$ cat src/rtl/apb_master_bridge.sv
// apb_master_bridge
//   Initiator end of a peripheral APB. Turns a core-side req/gnt/rvalid data
//   port into APB SETUP/ACCESS transfers, one transfer at a time. The response
//   is registered and returned as a single-cycle rvalid pulse.
//
// Optional feature (macro APB_TIMEOUT_EN):
//   When defined, an ACCESS phase with no pready_i for TIMEOUT_CYCLES cycles is
//   aborted and answered with err_o=1, rdata_o=32'hDEAD_BEEF. When undefined,
//   ACCESS waits indefinitely for pready_i.
//
// Ports
//   clk_i, rst_i            clock, synchronous active-high reset
//   req_i, addr_i, we_i,    core request: byte address, direction (1=write),
//   be_i, wdata_i           byte enables, write data
//   gnt_o                   request accepted this cycle (only asserted in IDLE)
//   rvalid_o, rdata_o,      response pulse, read data (held until the next
//   err_o                   response), error flag qualified by rvalid_o
//   paddr_o, pwdata_o,      APB master outputs; paddr_o is word aligned,
//   pwrite_o, pstrb_o,      pstrb_o is be_i on writes and 0 on reads
//   psel_o, penable_o
//   prdata_i, pready_i,     APB slave response, sampled only in ACCESS
//   pslverr_i
module apb_master_bridge #(
  parameter int unsigned APB_ADDR_WIDTH = 32,
  parameter int unsigned APB_DATA_WIDTH = 32,
  parameter int unsigned TIMEOUT_CYCLES = 256
) (
  input  logic                      clk_i,
  input  logic                      rst_i,
  input  logic                      req_i,
  input  logic [APB_ADDR_WIDTH-1:0] addr_i,
  input  logic                      we_i,
  input  logic [3:0]                be_i,
  input  logic [APB_DATA_WIDTH-1:0] wdata_i,
  output logic                      gnt_o,
  output logic                      rvalid_o,
  output logic [APB_DATA_WIDTH-1:0] rdata_o,
  output logic                      err_o,
  output logic [APB_ADDR_WIDTH-1:0] paddr_o,
  output logic [APB_DATA_WIDTH-1:0] pwdata_o,
  output logic                      pwrite_o,
  output logic [3:0]                pstrb_o,
  output logic                      psel_o,
  output logic                      penable_o,
  input  logic [APB_DATA_WIDTH-1:0] prdata_i,
  input  logic                      pready_i,
  input  logic                      pslverr_i
);

  typedef enum logic [1:0] {
    IDLE   = 2'd0,
    SETUP  = 2'd1,
    ACCESS = 2'd2,
    RESP   = 2'd3
  } state_t;

  state_t state, state_next;

  logic accept;    // latch a new request into the APB output registers
  logic complete;  // slave answered in ACCESS
  logic abort;     // ACCESS timed out without an answer
  logic expired;   // timeout reached in the current ACCESS cycle

  // The two address LSBs are intentionally dropped: transfers are word aligned
  // and no misalignment error is raised.
  logic unused_addr_lsb;
  assign unused_addr_lsb = ^addr_i[1:0];

`ifdef APB_TIMEOUT_EN
  logic [8:0] tmo_cnt;

  // Counts ACCESS cycles without pready_i; held at zero outside ACCESS, so it
  // is already clear whenever a new ACCESS phase starts.
  always_ff @(posedge clk_i) begin
    if (rst_i || (state != ACCESS)) begin
      tmo_cnt <= '0;
    end else if (!pready_i) begin
      tmo_cnt <= tmo_cnt + 9'd1;
    end
  end

  // Fires in the TIMEOUT_CYCLES-th ACCESS cycle; pready_i in that same cycle
  // still takes priority in the FSM.
  assign expired = (tmo_cnt == 9'(TIMEOUT_CYCLES - 1));
`else
  logic unused_timeout;
  assign unused_timeout = ^TIMEOUT_CYCLES;
  assign expired        = 1'b0;
`endif

  always_ff @(posedge clk_i) begin
    if (rst_i) begin
      state <= IDLE;
    end else begin
      state <= state_next;
    end
  end

  always_comb begin
    state_next = state;
    gnt_o      = 1'b0;
    psel_o     = 1'b0;
    penable_o  = 1'b0;
    rvalid_o   = 1'b0;
    accept     = 1'b0;
    complete   = 1'b0;
    abort      = 1'b0;
    case (state)
      IDLE: begin
        gnt_o = req_i;
        if (req_i) begin
          accept     = 1'b1;
          state_next = SETUP;
        end
      end
      SETUP: begin
        psel_o     = 1'b1;
        state_next = ACCESS;
      end
      ACCESS: begin
        psel_o    = 1'b1;
        penable_o = 1'b1;
        if (pready_i) begin
          complete   = 1'b1;
          state_next = RESP;
        end else if (expired) begin
          abort      = 1'b1;
          state_next = RESP;
        end
      end
      RESP: begin
        rvalid_o   = 1'b1;
        state_next = IDLE;
      end
      default: begin
        state_next = IDLE;
      end
    endcase
  end

  // Request side: APB outputs are loaded only on acceptance, so they stay
  // stable from SETUP through the last ACCESS cycle.
  always_ff @(posedge clk_i) begin
    if (rst_i) begin
      paddr_o  <= '0;
      pwdata_o <= '0;
      pwrite_o <= 1'b0;
      pstrb_o  <= 4'h0;
    end else if (accept) begin
      paddr_o  <= {addr_i[APB_ADDR_WIDTH-1:2], 2'b00};
      pwdata_o <= wdata_i;
      pwrite_o <= we_i;
      pstrb_o  <= we_i ? be_i : 4'h0;
    end
  end

  // Response side: rdata_o/err_o are held until the next response is captured.
  always_ff @(posedge clk_i) begin
    if (rst_i) begin
      rdata_o <= '0;
      err_o   <= 1'b0;
    end else if (complete) begin
      rdata_o <= pwrite_o ? '0 : prdata_i;
      err_o   <= pslverr_i;
    end else if (abort) begin
      rdata_o <= APB_DATA_WIDTH'(32'hDEAD_BEEF);
      err_o   <= 1'b1;
    end
  end

endmodule

$ cat config.mk
export PLATFORM = sky130hd
export DESIGN_NAME = apb_master_bridge
export DESIGN_NICKNAME = d
export VERILOG_FILES = /design/src/rtl/apb_master_bridge.sv
export SDC_FILE = /design/constraint.sdc
export NUM_CORES = 1
export LEC_CHECK = 0
export CORE_ASPECT_RATIO = 0.75
export CORE_MARGIN = 2
export CORE_UTILIZATION = 30
export DETAILED_ROUTE_END_ITERATION = 8
export PLACE_DENSITY = 0.65
export SYNTH_ARGS = -nofsm -noshare
export SYNTH_HDL_FRONTEND = slang
export SYNTH_SLANG_ARGS = --single-unit
export TNS_END_PERCENT = 50
$ cat constraint.sdc
create_clock -name clk_i -period 2.2 [get_ports clk_i]
set_clock_uncertainty 0.1 [all_clocks]
set_input_delay 0.22 -clock clk_i [delete_from_list [all_inputs] [get_ports clk_i]]
set_output_delay 0.22 -clock clk_i [all_outputs]
set_load 0.03 [all_outputs]
# Word level (Yosys, flattened, before mapping)
# Cells that the tools add are included.
[word_totals] reg_bits=102 input_bits=106
[op_classes] mux=15 eq_ne=5 reduce_logical=3
[ops] cell="$mux W32" n=2
[ops] cell="$mux W1" n=9
[ops] cell="$pmux W2 S4" n=1
[ops] cell="$eq A2 B2 Y1 const B" n=2
[ops] cell="$mux W2" n=2
[ops] cell="$mux W4" n=1
[ops] cell="$ne A2 B2 Y1 const B" n=2
[ops] cell="$eq A2 B1 Y1 const B" n=1
[ops] cell="$logic_not A2 Y1" n=1
[ops] cell="$reduce_and A2 Y1" n=1
[ops] cell="$reduce_or A2 Y1" n=1

# Depth between registers and ports, before layout
# Gate-level depths: netlist of run 1.
[logic_depth] word_depth=3 mapped_depth=8 depth_no_buf=6

# Worst setup path before layout of run 1
# No wires, ideal clock.
[synth_path] kind="reg-to-reg" startpoint="register state[1]" endpoint="register state[1]" required_time_ns=2.013 n_path_buf=0 path_slack_ns=0.634 arrival_time_ns=1.379 path_stages_with_launch=5 period_less_slack_ns=1.566 cell_sequence="dfxtp_1 -> inv_1 -> ha_1 -> or4b_1 -> o31ai_1"
[synth_between] elab_chain_len=3 elab_cells_between_ends=8 classes_between="eq/ne (5); mux (1); reduce/logical (2)"
[synth_lines] item="from (decl)" line="57" text="state_t state, state_next;"
[synth_lines] item="from (signal assigned)" line="95" text="state <= state_next;"
[synth_lines] item="$eq A2 B2 Y1 / $logic_not A2 Y1 (equally long branches)" line="108" text="case (state)"
[synth_lines] item="$ne A2 B2 Y1 (no source line)"
[synth_lines] item="$reduce_and A2 Y1 (no source line)"
# Several ways; a longest one is shown, not always the timed one.
# A chain may end at the register's enable or synchronous reset.

# Worst setup path in the final report of run 1
[layout_path] startpoint="register state[0]" endpoint="output penable_o"
[layout_between] elab_chain_len=2
[layout_lines] item="$eq A2 B2 Y1" line="108"
[layout_lines] item="$mux W1" line="108"
[layout_lines] item="to (decl)" line="44" text="output logic penable_o,"
# No other way between the ends.

==> results of run 1 <==
[routing by layer]
| metal | global-route usage (%) | vias up | part of all wire (%) |
|---|---|---|---|
| met5 | 0 | - | 0 |
| met4 | 4.37 | 0 | 0.92 |
| met3 | 6.36 | 9 | 8.4 |
| met2 | 28.2 | 139 | 46 |
| met1 | 20.7 | 1777 | 45 |
| li1 | - | 1907 | - |
[worst max-delay path, stage by stage, from the launching register on]
cell	delay [ns]
dfxtp_1	0.31
inv_1	0.14
ha_1	0.20
clkdlybuf4s50_1	0.71
[state kept, by name (all words and copies together) (netlist names)]
signal and count:
paddr_o 30, pwdata_o 32, pwrite_o 1, state 2
pstrb_o 4, rdata_o 32, err_o 1
[kinds of logic after synthesis]
kind of cell    count (synthesis)  synth area share [%]
fa+ha+maj                       5                  1.64
simple gates                  208                  25.5
compound gates                102                  13.5
buf+inv                        44                  5.59
flops                         102                  53.6
other cells                     1                0.0985
[layout make-up]
cell class / count / area, sq um / area share [%]
repair buffers: 219 / 2180 / 34.7
flip-flops and latches: 102 / 2040 / 32.5
multi-input cells: 317 / 1560 / 24.8
clock buffers: 11 / 243 / 3.86
well taps: 166 / 208 / 3.30
clock inverters: 5 / 43.8 / 0.696
inverters: 3 / 11.3 / 0.179
[how the worst max path moves through the flow]
stage          startpoint          end  slack [ns]  cells after the start
3_5_place_dp     pready_i   rdata_o[0]        0.37                      4
5_1_grt          state[0]    penable_o        0.06                      3
3_3_place_gp     pready_i  rdata_o[30]        0.40                      4
2_1_floorplan    state[1]     state[1]        0.63                      4
4_1_cts          state[1]       psel_o        0.04                      3
6_report         state[0]    penable_o        0.19                      3
[Yosys cell counts, drive strengths merged]
| library cell | n |
|---|---|
| or4b | 1 |
| nand2 | 165 |
| nand4b | 32 |
| a21oi | 100 |
| dfxtp | 102 |
| buf | 27 |
| nand3 | 5 |
| o31ai | 2 |
| or4 | 1 |
| conb | 1 |
| nor2 | 2 |
| inv | 3 |
| nor2b | 1 |
| and2b | 1 |
| clkbuf | 14 |
| ha | 5 |
[power breakdown]
| group | switching [mW] | internal [mW] |
|---|---|---|
| sequential | 0.150 | 2.14 |
| combinational | 1.52 | 1.03 |
| clock | 0.699 | 0.811 |
| total | 2.37 | 3.99 |
[metrics by stage]
stage / hold WS [ns] / worst slack (ns)
after floorplan: 0.256 / 0.634
after global placement: 0.338 / 0.404
after detailed placement: 0.343 / 0.367
after CTS: 0.107 / 0.0383
after global routing: 0.119 / 0.0648
final: 0.113 / 0.189
==> impl_results.md, run 1 <==
- Post-CTS Hold Buffers: 0
- DR pass1 iterations: 4
- Clock root cell: clkbuf_16
- Worst Tran Pin Value: ~0.7 ns
- Relative slew slack: 54.2%
- Post-CTS setup buffers: 0
- Layout Nets: approximately 760
- Syn Std Cell Area: 3810 sq um
- Arrival time worst endpoint: 1.69 ns
- Reg2reg setup slack: 0.40 ns
- Clock Latency Late Sink: roughly 0.34 ns
- Total power: between 6 and 7 mW
- Die X: 134 um
- Rows: 35
- Total Wirelength: about 12000 um
- Initial DRC Count: 154
- DPL Wire Length: a little over 8000 um
- Hold path start: rst_i
- Max Clk Rate: 497 MHz
- Max_cap viols: 0
- Die height: 102 um
- Yosys reg bits: 102
- Sink Count: 102
- Syn-to-layout area delta: 65.2%
- Total gr overflow: 0
- Synth warn: 0
- CP endpoint kind: output port
- Top cells by area, synth: dfxtp_1 (54%), nand2_1 (16%), a21oi_1 (13%)
- Initial antenna violation count: 0
- Fraction of final layout cells sized beyond drive strength 1: approximately 4.9%
- Inst Count DP: 807
- Finish-stage setup viols: 0
- Commonest cells after routing, fill and taps aside: clkdlybuf4s50_1 (204), nand2_1 (164), dfxtp_1 (102)
- Drt wl/cell: around 14 um
- Total global-route track usage: 16.9%
- Hold Crit Class: primary input to flip-flop
- Layout Utilization: 50.9%
- Maximum clock path buffer count: 2
- Worst-path fanout max: 5
- Reg clk slew, reported paths: roughly 0.070 ns
- Post-route ant nets: 0
- Largest net degree at the start of global routing: between 60 and 70
- Initial Utilization: 30.8%
- Hold endpoint: rdata_o[7]
- PwrDens: 1010 nW/um^2
- Peak supply drop: 474 uV
- Mapped Cells: 462
- Gp weighted congestion: 0.735
- Routed vias: 3832
- Slew Limit Fails: 0
- Hold Vio Cnt, Final: 0
- DRC: 0
- Post-CTS Resized: 0
- Cell taking the most area after synthesis: dfxtp_1
- I/O pin count: 212
- CORE AREA: 12300 sq um
- Cell variety after synth: 20
- Worst flop-to-flop path endpoint: paddr_o[19]
- Inserted Diodes: 0
- Vias/cell: about 4.7
- I/O Buffers: 207
- H-tree Lvls: 3
- Total negative slack: 0 ns
- Final period util: 91.4%
- Synth top area share: 53.6%
- Non-filler cells in the finished layout: about 800
- Seq/Total Area, Yosys: 53.6%
- Global-route wire length before repair: roughly 18000 um
- Hold depth: 2
- R2R depth: 6
- Reg2reg start: state[1]
- Avg Cell Area, Syn: ~8 sq um
- Status: complete, no violations
- Pleak: 2.22 nW
- TritonCTS buffer count: 9
- Die area: 13600 sq um
- RSZ-0062 raised after global routing: no
- Crit path kind: flip-flop to output port
- CTS tree: built
- Most common cell after layout, fill and taps aside: clkdlybuf4s50_1
- Final Cell Area: 6290 sq um
- Final worst path period need: 2.01 ns
- CP startpoint kind: flip-flop
- # fillers: around 1200
- DP Area: approximately 6000 sq um
- Number of global-route vias before repair: 3639
- WP data required: ~1.9 ns
(Power assumes the default switching activity.)
==> inputs of run 2 (changes only) <==
GPL_TIMING_DRIVEN = 0   (was not set)
==> impl_results.md, run 2 (synthesis gave the netlist of run 1 again) <==
- Worst Tran Pin Value: 0.529 ns (-0.158 ns)
- Number of global-route vias before repair: 3797 (+4.3%)
- Total internal power: 4.34 mW (+8.8%)
- RSZ-0062 raised after global routing: no
- Final worst path period need: 2.01 ns (-0.00218 ns)
- Rows: 35 (unchanged)
- Finish-stage setup viols: 0 (unchanged)
- Sink Count: 102 (unchanged)
- Die area: 13600 sq um (unchanged)
- Max Clk Rate: 498 MHz (+0.11%)
- Clock Latency Late Sink: 0.34 ns (about the same)
- Post-route ant nets: 0 (unchanged)
- Top flop regs: pwdata_o x32, rdata_o x32, paddr_o x30
- CP endpoint kind: output port
- Most common cell after layout, fill and taps aside: clkdlybuf4s50_1
- Total gr overflow: 0 (unchanged)
- H-tree Lvls: 3 (unchanged)
- Pleak: 2.29 nW (+3.0%)
- Clock power frac: 27.2% (+3.5 points)
- Hold Vio Cnt, Final: 0 (unchanged)
- DRC: 0 (unchanged)
- Peak supply drop: 446 uV (-5.9%)
- Initial Utilization: 30.8% (unchanged)
- Vias/cell: 4.64 (-0.31%)
- Critical path's slowest cell: clkdlybuf4s50_1
- Relative slew slack: 64.7% (+11 points)
- DPL Wire Length: 9350 um (+13%)
- Status: complete, no violations
- CTS tree: built
- Maximum clock path buffer count: 2 (unchanged)
- Die X: 134 um (unchanged)
- WP data required: 1.88 ns (about the same)
- Total global-route track usage: 17.9% (+0.97 points)
- CORE AREA: 12300 sq um (unchanged)
- Hold Crit Class: primary input to flip-flop
- PwrDens: 1050 nW/um^2 (+3.8%)
- Layout Utilization: 52.0% (+1.1 points)
- Arrival time worst endpoint: 1.69 ns (about the same)
- Drt wl/cell: 14.5 um (+1.3%)
- Largest stage delay, worst path: 0.71 ns (about the same)
- Largest net degree at the start of global routing: 17 (-75%)
- Syn-to-layout area delta: 68.8%
- Hold WS: 0.160 ns (+0.0465 ns)
- Switch Pwr: 2.41 mW (+1.3%)
- I/O Buffers: 206 (-0.48%)
- Global-route wire length before repair: 19300 um (+5.4%)
- DR pass1 iterations: 4 (unchanged)
- Reg clk slew, reported paths: 0.07 ns (about the same)
- I/O pin count: 212 (unchanged)
- CP Buf/Inv Count: 2 (unchanged)
- Commonest cells after routing, fill and taps aside: clkdlybuf4s50_1 (204), nand2_1 (165), dfxtp_1 (102)
- Clock root cell: clkbuf_16
- Layout Nets: 790 (+3.5%)
- Inserted Diodes: 0 (unchanged)
- Routed vias: 3941 (+2.8%)
- Initial antenna violation count: 0 (unchanged)
- Comb power frac: 38.6% (-1.6 points)
- CP startpoint kind: flip-flop
- Max_cap viols: 0 (unchanged)
- Fraction of final layout cells sized beyond drive strength 1: 5.56% (+0.69 points)
- CP delay by family, top: buffers and inverters
- Crit path kind: flip-flop to output port
- Seq pwr share: 34.1% (-2.0 points)
- TritonCTS buffer count: 9 (unchanged)
- Crit path cell chain: inv_1 > ha_1 > clkdlybuf4s50_1
- Sw Ratio: 35.7% (-1.7 points)
- Total Wirelength: 12300 um (+4.5%)
- Die height: 102 um (unchanged)
- Slew Limit Fails: 0 (unchanged)
- Worst-path fanout max: 5 (unchanged)
- Gp weighted congestion: 0.757 (+3.0%)
- Final period util: 91.3% (-0.099 points)
- Initial DRC Count: 146 (-5.2%)
-- run 2: area by class of cell --
type                       count  area, sq um
multi-input combinational    317         1560
timing repair buffer         206         2070
sequential                   102         2040
inverter                       3         13.8
tap                          166          208
buffer                        40          196
clock buffer                  10          239
fill                        1155         5920
clock inverter                 5          106
-- run 2: power groups by stage --
stage | Clock (mW) | Sequential, mW | Combinational, mW
floorplan | 0 | 2.88 | 0.992
global placement | 0 | 2.33 | 2.59
detailed placement | 0 | 2.35 | 2.63
CTS | 1.89 | 2.30 | 2.63
global route | 1.96 | 2.33 | 2.83
finish | 1.84 | 2.30 | 2.60
-- run 2: through the flow --
step	setup WS (ns)	TNS, ns	cell area (sq um)	power, mW	cells
after CTS	0.0358	0	6420	6.83	849
after global placement	-0.0492	-0.0492	6080	4.92	835
after floorplan	0.634	0	3810	3.87	463
after detailed placement	-0.0804	-0.0804	6080	4.97	835
after global routing	0.0520	0	6430	7.13	849
final	0.191	0	6430	6.74	849
-- run 2: path summary, 6_finish.rpt --
path                     start  cells after the start      endpoint  slack [ns]
setup / recovery      state[0]                      3     penable_o        0.19
hold / removal        pready_i                      3    rdata_o[1]        0.16
setup reg to reg      state[1]                      7   pwdata_o[2]        0.39
hold reg to reg   pwdata_o[22]                      2  pwdata_o[22]        0.35
-- run 2: repair_timing --
item | CTS | global route
resized for setup | 3 | 3
endpoints found under the setup margin | 1 | 2
hold buffers | 0 | 0
buffers inserted | 0 | 0
-- run 2: tightest hold or removal path, cell delays in order --
cell,delay [ns]
buf_2,0.16
nand4b_1,0.11
a21oi_1,0.06
-- run 2: metal layers --
layer | GRT usage (%) | wire (um) | vias to the layer above
met5 | 0 | 0 | -
met4 | 6.64 | 237 | 0
met3 | 6.96 | 1180 | 18
met2 | 28.6 | 5490 | 151
met1 | 22.0 | 5440 | 1801
li1 | - | - | 1971
==> inputs of run 3 (changes only) <==
--- a/config.mk
+++ b/config.mk
@@ -10,4 +10,4 @@
 export CORE_UTILIZATION = 30
+export CTS_CLUSTER_DIAMETER = 30
 export DETAILED_ROUTE_END_ITERATION = 8
-export GPL_TIMING_DRIVEN = 0
 export PLACE_DENSITY = 0.65
--- a/constraint.sdc
+++ b/constraint.sdc
@@ -4,2 +4,2 @@
 set_output_delay 0.22 -clock clk_i [all_outputs]
-set_load 0.03 [all_outputs]
+set_load 0.05 [all_outputs]
==> impl_results.md, run 3 (synthesis gave the netlist of run 1 again) <==
- Status: complete, no violations
- Seq. cell area: 2040 sq um (unchanged)
- Inserted Diodes: 0 (unchanged)
- Sink Count: 102 (unchanged)
- Total Wirelength: 11900 um (-3.6%)
- Worst Tran Pin Value: 0.693 ns (+0.164 ns)
- Pleak: 2.23 nW (-2.4%)
- Final worst path period need: 2.05 ns (+0.0377 ns)
- Total gr overflow: 0 (unchanged)
- Number of global-route vias before repair: 3796 (-0.026%)
- Reg clk slew, reported paths: 0.07 ns (about the same)
- # fillers: 1179 (+2.1%)
- H-tree Lvls: 3 (unchanged)
- DRC: 0 (unchanged)
- Commonest cells after routing, fill and taps aside: clkdlybuf4s50_1 (202), nand2_1 (164), dfxtp_1 (102)
- Hold Vio Cnt, Final: 0 (unchanged)
- Max Clk Rate: 489 MHz (-1.8%)
- Most common cell after layout, fill and taps aside: clkdlybuf4s50_1
- Hold WS: 0.169 ns (+0.00925 ns)
- Layout Nets: 762 (-3.5%)
- Largest net degree at the start of global routing: 68 (+51)
- WP data required: 1.88 ns (about the same)
- Worst-path fanout max: 4 (-1)
- Post-CTS Hold Buffers: 0 (unchanged)
- I/O pin count: 212 (unchanged)
- Multi-input gate area: 1560 sq um (+0.16%)
- Relative slew slack: 53.8% (-11 points)
- Total negative slack: 0 ns (unchanged)
- Max_cap viols: 0 (unchanged)
- Gp weighted congestion: 0.727 (-4.0%)
- Post-CTS Resized: 0 (-3)
- Clock Latency Late Sink: 0.34 ns (about the same)
- Syn-to-layout area delta: 65.8%
- CP endpoint kind: output port
- Total global-route track usage: 17.0% (-0.86 points)
- Initial Utilization: 30.8% (unchanged)
- I/O Buffers: 207 (+0.49%)
- Routed vias: 3848 (-2.4%)
- Clock power frac: 23.8% (-3.4 points)
- DPL Wire Length: 8470 um (-9.3%)
- Top flop regs: pwdata_o x32, rdata_o x32, paddr_o x30
- Post-place setup slack: 0.351 ns (+0.431 ns)
- Global-route wire length before repair: 18600 um (-3.5%)
- Maximum clock path buffer count: 2 (unchanged)
- Seq pwr share: 33.0% (-1.1 points)
- Post-CTS setup buffers: 0 (unchanged)
- Initial antenna violation count: 0 (unchanged)
- Die area: 13600 sq um (unchanged)
- DR pass1 iterations: 4 (unchanged)
- Vias/cell: 4.68 (+0.85%)
- Comb power frac: 43.2% (+4.6 points)
- CORE AREA: 12300 sq um (unchanged)
- Finish-stage setup viols: 0 (unchanged)
- Initial DRC Count: 123 (-16%)
- Peak supply drop: 696 uV (+56%)
- Final Cell Area: 6310 sq um (-1.8%)
- TritonCTS buffer count: 9 (unchanged)
- DP Area: 6000 sq um (-1.3%)
- RSZ-0062 raised after global routing: no
- PwrDens: 1110 nW/um^2 (+5.7%)
- CTS tree: built
- Hold Crit Class: primary input to flip-flop
- Drt wl/cell: 14.5 um (-0.43%)
- Sw Ratio: 41.6% (+6.0 points)
- Min setup slack post-route: 0.153 ns (-0.0377 ns)
- Fraction of final layout cells sized beyond drive strength 1: 5.34% (-0.23 points)
- Arrival time worst endpoint: 1.73 ns (+0.04 ns)
- Switch Pwr: 2.91 mW (+21%)
- Die height: 102 um (unchanged)
- Crit path kind: flip-flop to output port
- Rows: 35 (unchanged)
- Layout Utilization: 51.1% (-0.92 points)
- Total internal power: 4.09 mW (-5.8%)
- CP startpoint kind: flip-flop
- Slew Limit Fails: 0 (unchanged)
- Final period util: 93.0% (+1.7 points)
- Post-route ant nets: 0 (unchanged)
- Die X: 134 um (unchanged)
- Clock root cell: clkbuf_16
-- run 3: per-layer routing --
layer  GRT usage (%)  part of all wire [%]
met1            20.7                    44
met2            28.9                    46
met3            5.86                   8.6
met4            4.62                   1.1
met5               0                     0
-- run 3: area by class of cell --
cell class | instances | share of cell area (%)
inverters | 3 | 0.178
clock inverters | 7 | 1.41
well taps | 166 | 3.29
multi-input cells | 317 | 24.7
repair buffers | 218 | 34.5
clock buffers | 9 | 3.57
flip-flops and latches | 102 | 32.3
-- run 3: power groups by stage --
stage / combinational (mW) / clock [mW] / sequential, mW
4_1_cts: 3.05 / 1.73 / 2.31
6_report: 3.02 / 1.67 / 2.31
3_3_place_gp: 3.00 / 0 / 2.33
2_1_floorplan: 1.05 / 0 / 3.29
5_1_grt: 3.21 / 1.79 / 2.35
3_5_place_dp: 3.04 / 0 / 2.35
-- run 3: worst paths after layout --
kind / start / end / slack (ns) / cells after the start
min reg2reg: rdata_o[23] / rdata_o[23] / 0.35 / 2
max reg2reg: state[1] / pwdata_o[18] / 0.34 / 6
max: state[1] / rvalid_o / 0.15 / 2
min: rst_i / pwdata_o[30] / 0.17 / 2
-- run 3: critical path, stage by stage, from the launching register on --
cell,delay (ns)
dfxtp_1,0.39
ha_1,0.17
clkdlybuf4s50_1,0.82
-- run 3: metrics by stage --
step / instances / power, mW
2_1_floorplan: 463 / 4.34
3_3_place_gp: 806 / 5.33
3_5_place_dp: 806 / 5.40
4_1_cts: 822 / 7.09
5_1_grt: 822 / 7.34
6_report: 822 / 7.00
